===== config.mk =====
export PLATFORM = sky130hd
export DESIGN_NAME = fetch_unit
export DESIGN_NICKNAME = d
export VERILOG_FILES = /design/src/rtl/fetch_unit.sv
export SDC_FILE = /design/constraint.sdc
export NUM_CORES = 1
export LEC_CHECK = 0
export CAP_MARGIN = 20
export CELL_PAD_IN_SITES_DETAIL_PLACEMENT = 1
export CELL_PAD_IN_SITES_GLOBAL_PLACEMENT = 2
export CORE_MARGIN = 4
export CORE_UTILIZATION = 25
export DETAILED_ROUTE_END_ITERATION = 10
export PLACE_DENSITY_LB_ADDON = 0.08
export SETUP_SLACK_MARGIN = 0.02
export SLEW_MARGIN = 20
export SYNTH_ARGS = -nofsm -noshare
export SYNTH_HDL_FRONTEND = slang
export SYNTH_SLANG_ARGS = --single-unit

===== constraint.sdc =====
create_clock -name clk -period 3.1 [get_ports clk]
set_clock_uncertainty 0.15 [all_clocks]
set_input_delay 0.62 -clock clk [delete_from_list [all_inputs] [get_ports clk]]
set_output_delay 0.62 -clock clk [all_outputs]
set_load 0.02 [all_outputs]

===== src/rtl/fetch_unit.sv =====
// Instruction fetch stage: owns the PC, reads the combinational ROM and
// registers {pc, pc+4, instr} for decode over a valid/ready handshake.
//
// Ports:
//   clk, rst_n        clock (rising edge), synchronous active-low reset
//   imem_addr         ROM byte address, always equal to the current pc
//   imem_data         ROM word for imem_addr, valid in the same cycle
//   redirect_valid/pc load a new fetch target and squash the held word
//   out_valid/ready   handshake towards decode
//   out_pc            address of out_instr
//   out_pc_plus4      out_pc + 4 (wraps)
//   out_instr         fetched instruction
//   fault, fault_pc   sticky stop on an illegal pc, and that pc
module fetch_unit #(
    parameter int unsigned           ADDR_WIDTH      = 32,
    parameter int unsigned           DATA_WIDTH      = 32,
    parameter int unsigned           MEM_DEPTH_BYTES = 1024,
    parameter logic [ADDR_WIDTH-1:0] RESET_PC        = '0
) (
    input  logic                  clk,
    input  logic                  rst_n,
    output logic [ADDR_WIDTH-1:0] imem_addr,
    input  logic [DATA_WIDTH-1:0] imem_data,
    input  logic                  redirect_valid,
    input  logic [ADDR_WIDTH-1:0] redirect_pc,
    output logic                  out_valid,
    input  logic                  out_ready,
    output logic [ADDR_WIDTH-1:0] out_pc,
    output logic [ADDR_WIDTH-1:0] out_pc_plus4,
    output logic [DATA_WIDTH-1:0] out_instr,
    output logic                  fault,
    output logic [ADDR_WIDTH-1:0] fault_pc
);

    typedef enum logic [1:0] {
        ST_BOOT,
        ST_RUN,
        ST_FAULT
    } state_e;

    localparam logic [ADDR_WIDTH-1:0] LAST_PC =
        ADDR_WIDTH'(MEM_DEPTH_BYTES - 4);
    localparam logic [ADDR_WIDTH-1:0] STEP = ADDR_WIDTH'(4);

    // Wrapped addresses land far above LAST_PC, so they are illegal too.
    function automatic logic legal(input logic [ADDR_WIDTH-1:0] a);
        return (a[1:0] == 2'b00) && (a <= LAST_PC);
    endfunction

    state_e                  state_q, state_d;
    logic [ADDR_WIDTH-1:0]   pc_q, pc_d;
    logic                    valid_q, valid_d;
    logic [ADDR_WIDTH-1:0]   opc_q, opc_d;
    logic [ADDR_WIDTH-1:0]   op4_q, op4_d;
    logic [DATA_WIDTH-1:0]   instr_q, instr_d;
    logic                    fault_q, fault_d;
    logic [ADDR_WIDTH-1:0]   fault_pc_q, fault_pc_d;
    logic [ADDR_WIDTH-1:0]   pc_next;
    logic                    advance;

    assign pc_next = pc_q + STEP;
    assign advance = !valid_q || out_ready;

    always_comb begin
        state_d    = state_q;
        pc_d       = pc_q;
        valid_d    = valid_q;
        opc_d      = opc_q;
        op4_d      = op4_q;
        instr_d    = instr_q;
        fault_d    = fault_q;
        fault_pc_d = fault_pc_q;
        unique case (state_q)
            ST_BOOT: begin
                if (legal(pc_q)) begin
                    state_d = ST_RUN;
                end else begin
                    state_d    = ST_FAULT;
                    fault_d    = 1'b1;
                    fault_pc_d = pc_q;
                end
            end
            ST_RUN: begin
                if (redirect_valid) begin
                    // A same-cycle handshake is simply dropped with the squash.
                    pc_d    = redirect_pc;
                    valid_d = 1'b0;
                    if (!legal(redirect_pc)) begin
                        state_d    = ST_FAULT;
                        fault_d    = 1'b1;
                        fault_pc_d = redirect_pc;
                    end
                end else if (advance) begin
                    instr_d = imem_data;
                    opc_d   = pc_q;
                    op4_d   = pc_next;
                    valid_d = 1'b1;
                    if (legal(pc_next)) begin
                        pc_d = pc_next;
                    end else begin
                        state_d    = ST_FAULT;
                        fault_d    = 1'b1;
                        fault_pc_d = pc_next;
                    end
                end
            end
            ST_FAULT: begin
                if (redirect_valid) begin
                    pc_d    = redirect_pc;
                    valid_d = 1'b0;
                    if (legal(redirect_pc)) begin
                        state_d = ST_RUN;
                        fault_d = 1'b0;
                    end else begin
                        fault_pc_d = redirect_pc;
                    end
                end else if (valid_q && out_ready) begin
                    // The last captured word may still drain.
                    valid_d = 1'b0;
                end
            end
            default: begin
                state_d = ST_BOOT;
            end
        endcase
    end

    always_ff @(posedge clk) begin
        if (!rst_n) begin
            state_q    <= ST_BOOT;
            pc_q       <= RESET_PC;
            valid_q    <= 1'b0;
            opc_q      <= '0;
            op4_q      <= '0;
            instr_q    <= '0;
            fault_q    <= 1'b0;
            fault_pc_q <= '0;
        end else begin
            state_q    <= state_d;
            pc_q       <= pc_d;
            valid_q    <= valid_d;
            opc_q      <= opc_d;
            op4_q      <= op4_d;
            instr_q    <= instr_d;
            fault_q    <= fault_d;
            fault_pc_q <= fault_pc_d;
        end
    end

    assign imem_addr    = pc_q;
    assign out_valid    = valid_q;
    assign out_pc       = opc_q;
    assign out_pc_plus4 = op4_q;
    assign out_instr    = instr_q;
    assign fault        = fault_q;
    assign fault_pc     = fault_pc_q;

endmodule

==> Word level (Yosys, flattened, before mapping) <==
Cells that the tools add are included.
{ "classes": {"bitwise": 1, "n_lt_le_gt_ge": 3, "muxes": 33, "shifts": 0, "n_eq_ne": 10, "reduce_logical": 18, "addsub": 1, "n_mul": 0, "div": 0} }
{ "op_table": {"columns": ["cell", "n"], "rows": [
  ["$mux 32", 10],
  ["$le 32x10->1 const B", 3],
  ["$pmux 32 s3", 1],
  ["$pmux 32 s2", 1],
  ["$add 32x3->32 const B", 1],
  ["$ne 3x3->1 const B", 5],
  ["$mux 2", 7],
  ["$mux 1", 11],
  ["$reduce_and 5->1", 2],
  ["$logic_not 2->1", 4],
  ["$reduce_and 7->1", 1],
  ["$ne 2x2->1 const B", 3],
  ["$pmux 2 s3", 1],
  ["$reduce_and 3->1", 2],
  ["$logic_and 1x1->1", 4],
  ["$reduce_and 4->1", 1],
  ["$pmux 1 s3", 1],
  ["$reduce_bool 3->1", 1],
  ["$eq 2x1->1 const B", 1],
  ["$eq 2x2->1 const B", 1],
  ["$pmux 1 s2", 1],
  ["$reduce_bool 2->1", 1],
  ["$logic_not 1->1", 1],
  ["$logic_or 1x1->1", 1],
  ["$not 1->1", 1]
]} }
{ "word_totals": {"latch_bits": 0, "out_inout_bits": 162, "reg_bits": 164, "n_memories": 0, "mem_bits_rw": 0, "elab_cells": 74, "input_bits": 68, "rom_bits": 0} }

==> Depth between registers and ports, before layout <==
{ "depth": {"ltp_word": 7, "depth_mapped": 13, "ltp_nobuf": 10} }

==> Worst setup path after synthesis <==
OpenSTA, ideal clock, no wires.
{ "synth_timing": {"path_kind": "flip-flop to flip-flop", "from": "register pc_q[3] (netlist: imem_addr[3])", "to": "register pc_q[10] (netlist: imem_addr[10])", "path_slack_ns": -0.239, "required_time_ns": 2.833, "t_arrival_ns": 3.072, "path_buffers": 1, "stages_incl_launch_ff": 12, "cell_sequence": "dfxtp_1 > ha_1 > nand4_1 > nor4_2 > nand3_1 > o31a_1 > nor4b_1 > a41oi_1 > nor2_2 > buf_4 > o21ai_0 > a32o_1"} }
{ "synth_between": {"elab_chain_cells": 5, "elab_cells_between_ends": 9, "cone_classes": "1 x add/sub; 1 x order compare; 1 x eq/ne; 4 x mux; 2 x reduce/logical"} }
{ "synth_rtl": {"columns": ["element", "line_no", "rtl"], "rows": [
  ["from (decl)", "51", "logic [ADDR_WIDTH-1:0] pc_q, pc_d;"],
  ["from (signal assigned)", "140", "pc_q <= pc_d;"],
  ["$add 32x3->32 (*)", "61", "assign pc_next = pc_q + STEP;"],
  ["$le 32x10->1 or $mux 32 (tied branches)", "47, 98", null],
  ["$logic_and 1x1->1 or $mux 32 (tied branches)", "47, 93", null],
  ["$ne 3x3->1 (no source line) or $mux 32 (tied branches)", null, null],
  ["$reduce_and 4->1 (no source line) or $pmux 32 s2 (tied branches)", null, null]
]} }
Every way passes the cells marked *; elsewhere a longest branch is shown, timed or not. The select of a mux whose other input is x is not followed.
A chain may end at the register's enable or synchronous reset.

==> Worst setup path after layout <==
{ "layout_timing": {"from": "register pc_q[2] (netlist: imem_addr[2])", "to": "register fault_pc_q[11] (netlist: fault_pc[11])"} }
{ "layout_between": {"elab_chain_cells": 5, "elab_cells_between_ends": 12, "cone_classes": "1 x add/sub; 2 x order compare; 2 x eq/ne; 4 x mux; 3 x reduce/logical"} }
{ "layout_rtl": {"columns": ["element", "line_no", "rtl"], "rows": [
  ["$add 32x3->32", "61", null],
  ["$le 32x10->1 or $mux 32 (tied branches)", "47, 98", null],
  ["$logic_and 1x1->1 or $mux 32 (tied branches)", "47, 93", null],
  ["$ne 3x3->1 (no source line) or $mux 32 (tied branches)", null, null],
  ["$reduce_and 5->1 (no source line) or $pmux 32 s3 (tied branches)", null, null],
  ["to (signal assigned)", "146", "fault_pc_q <= fault_pc_d;"],
  ["to (decl)", "57", "logic [ADDR_WIDTH-1:0] fault_pc_q, fault_pc_d;"]
]} }
Several ways; a longest one is shown, not always the timed one. The select of a mux whose other input is x is not followed.

==> qor.csv <==
metric;value;unit
setup-tns-final;-0.346;ns
critPathMostFrequentCell;buf_6;
cts_root_buffer;clkbuf_16;
final_common_cell;nand2_1;
synth_area_leaders;dfxtp_1, nand2_1, a21boi_0, o211a_1, o21ai_0;
cp_cell_sequence;ha_4 -> nand4_1 -> buf_4 -> nor4_4 -> buf_4 -> a31oi_1 -> nor4b_4 -> a31o_2 -> buf_6 -> a221oi_4 -> buf_6 -> buf_12 -> buf_6 -> o211a_1;
timing.rr.start;imem_addr[2];
clk_latency;0.43;ns
worst_pin_slew;0.683;ns
die_area;0.0359;mm^2
drv_cap;0;
die_y;189;um
hold_path_class;flop to flop;
start_util;25.3;%
worst_setup_path_start_kind;flop;
seq_area_frac_synth;39.4;%
ys_warn_count;0;
synth-seq-cells;162;
row_count;66;
powerDensity;831;mW/mm^2
drc;0;
area_growth;58.8;%
violations;setup timing;
avgSynthCellArea;8.02;um^2
min_to;out_instr[24];
crit_slowest_cell;dfxtp_4;
io_buffers;229;
end_kind;flop;
coreArea;0.0325;mm^2
synthArstFlopShare;0;%
ys.flop_type;dfxtp_1;
grt_pass1_wl;57900;um
place_hpwl;28800;um
synth_area_leader_cell;dfxtp_1;
cts_hold_buf;0;
cts_max_level;4;
antenna_found_initial;0;
rsz0062_at_grt;true;
fin_crit;3.17;ns
synth.distinct_cells;59;
status;finished with violations;
cp_data_arrival_time;3.35;ns
clkTransAtPathRegs;0.08;ns
criticalPathCategory;flop to flop;
max_freq;0.315;GHz
ant_nets;0;
grt_pass1_vias;8991;
crit_path_max_incr_delay;0.39;ns
reg2reg_setup_slack;-0.07;ns
avgViaCountPerCell;5.09;
r2r-end;fault_pc[11];
vdd.ir_drop.worst;471;uV
drtIter0Drc;551;
post-route-period-util;102;%
final_core_util;40.2;%
synth_top_area_share;39.4;%
synth_edf_count;0;
clockBufferDepth;2;
final_cell_mix;nand2_1, clkdlybuf4s50_1, dfxtp_1;
setup_viol;10;
die_x;189;um
gp_congestion;0.832;
hold-path-cell-count;2;
crit_start;imem_addr[2];
cp.required;3.27;ns
cp_max_fo;5;
grt_max_degree;78;
p_leak;5.01;nW
post_drt_wl_per_cell;22.3;um
fin_nets;1402;
syn-num-nets;1099;
hold_violations;0;
relSlewSlack;54.4;%
cts_sinks;162;
cp_num_buf_inv;6;
cts_tree;yes;
synthesis.area;0.00822;mm^2
gr-usage-all-layers;20.9;%
hp-start;out_instr[24];
drv_slew;0;
synthCells;1025;
pin_count;230;
layout_setup_ws;-0.0732;ns
vias;9085;
rr_worst_depth;14;
first_pass_iters;5;
drive_gt1_share;19.3;%
cts-buffers-inserted;17;
critPathTopFamily;buffers and inverters;
overflow;0;
wl;39800;um
metal layers:
layer	wire, um	GRT usage (%)	vias to the layer above
met1	19100	29.7	4512
li1	-	-	4296
met3	1860	3.52	32
met2	18200	33.2	245
met5	0	0	-
met4	637	5.04	0
flip-flops by register name (all words and copies together) (netlist names):
register,cells
imem_addr,32
out_instr,32
out_valid,1
out_pc_plus4,30
out_pc,32
state_q,2
fault,1
fault_pc,32
cells by family (layout without fill, tap and decap cells):
| group | Yosys count | in the layout | synth area share, % |
|---|---|---|---|
| other | 0 | 1 | 0 |
| adders and majority gates | 6 | 6 | 0.913 |
| and+or+nand+nor | 398 | 398 | 21.8 |
| buffers and inverters | 115 | 431 | 5.95 |
| muxes | 11 | 11 | 1.35 |
| DFF | 162 | 162 | 39.4 |
| AOI/OAI and AO/OA | 301 | 301 | 27.1 |
| xor gates and xnor gates | 32 | 32 | 3.41 |
cells in the mapped netlist, types with 3 or more instances:
cell type	n
a21boi_0	68
a21oi_1	35
a221o_1	7
and2_1	3
and4_1	5
buf_1	13
buf_2	13
buf_4	11
clkbuf_1	71
dfxtp_1	162
ha_1	6
inv_1	7
mux2i_1	10
nand2_1	246
nand2b_1	5
nand3_1	51
nand4_1	13
nor2_1	25
nor2b_1	4
nor3_1	9
nor3b_1	4
nor4_1	14
o2111ai_1	28
o211a_1	42
o211ai_1	12
o21ai_0	64
o221ai_1	21
o22ai_1	3
o31ai_1	3
o32ai_1	3
or4_1	4
xnor2_1	18
xor2_1	14
worst register-to-register path, delay by kind of cell (launching register included):
family	cells	cell delay [ns]
AO/OA/AOI/OAI	4	0.67
adder cells (fa/ha/maj)	1	0.13
AND/OR/NAND/NOR	3	0.78
flip-flops	1	0.39
buffers and inverters	6	0.95
worst max path at each step:
stage	slack (ns)	depth (start not counted)	endpoint
2_1_floorplan	0.02	12	fault_pc[11]
3_3_place_gp	-0.44	11	state_q[1]
3_5_place_dp	-0.40	11	state_q[0]
4_1_cts	-0.006	13	fault_pc[10]
5_1_grt	-0.15	14	fault_pc[11]
6_report	-0.07	14	fault_pc[11]
area by class of cell:
type | instances | area, um^2
repair buffers | 392 | 3840
inverters | 7 | 26.3
diodes | 1 | 2.50
well taps | 442 | 553
clock inverters | 12 | 110
multi-input cells | 748 | 4780
clock buffers | 20 | 468
flip-flops and latches | 162 | 3270
fillers | 3760 | 19400
per-stage QoR:
stage	std cells	instance area, um^2	hold slack [ns]	setup slack [ns]	power (W)
final	1784	13100	0.311	-0.0732	0.0109
after global routing	1783	13100	0.337	-0.149	0.0114
after CTS	1766	12600	0.316	-0.00644	0.0101
after detailed placement	1731	12000	0.306	-0.401	0.00780
after global placement	1731	12000	0.300	-0.443	0.00775
after floorplan	1025	8350	0.330	0.0163	0.00540
report_power, final:
part           switching, W  leakage, nW  total [W]  internal [W]
sequential         0.000296         1.32    0.00274       0.00244
combinational       0.00334         3.42    0.00596       0.00262
clock               0.00103        0.273    0.00216       0.00113
what timing repair did:
action | CTS | global route
endpoints found under the hold margin | 0 | 0
cloned | 0 | 5
pin swaps | 3 | 14
gates resized for setup | 9 | 61
setup endpoints to repair | 49 | 62
setup buffers | 3 | 12
Note: power is estimated with default switching activity, not from simulation.
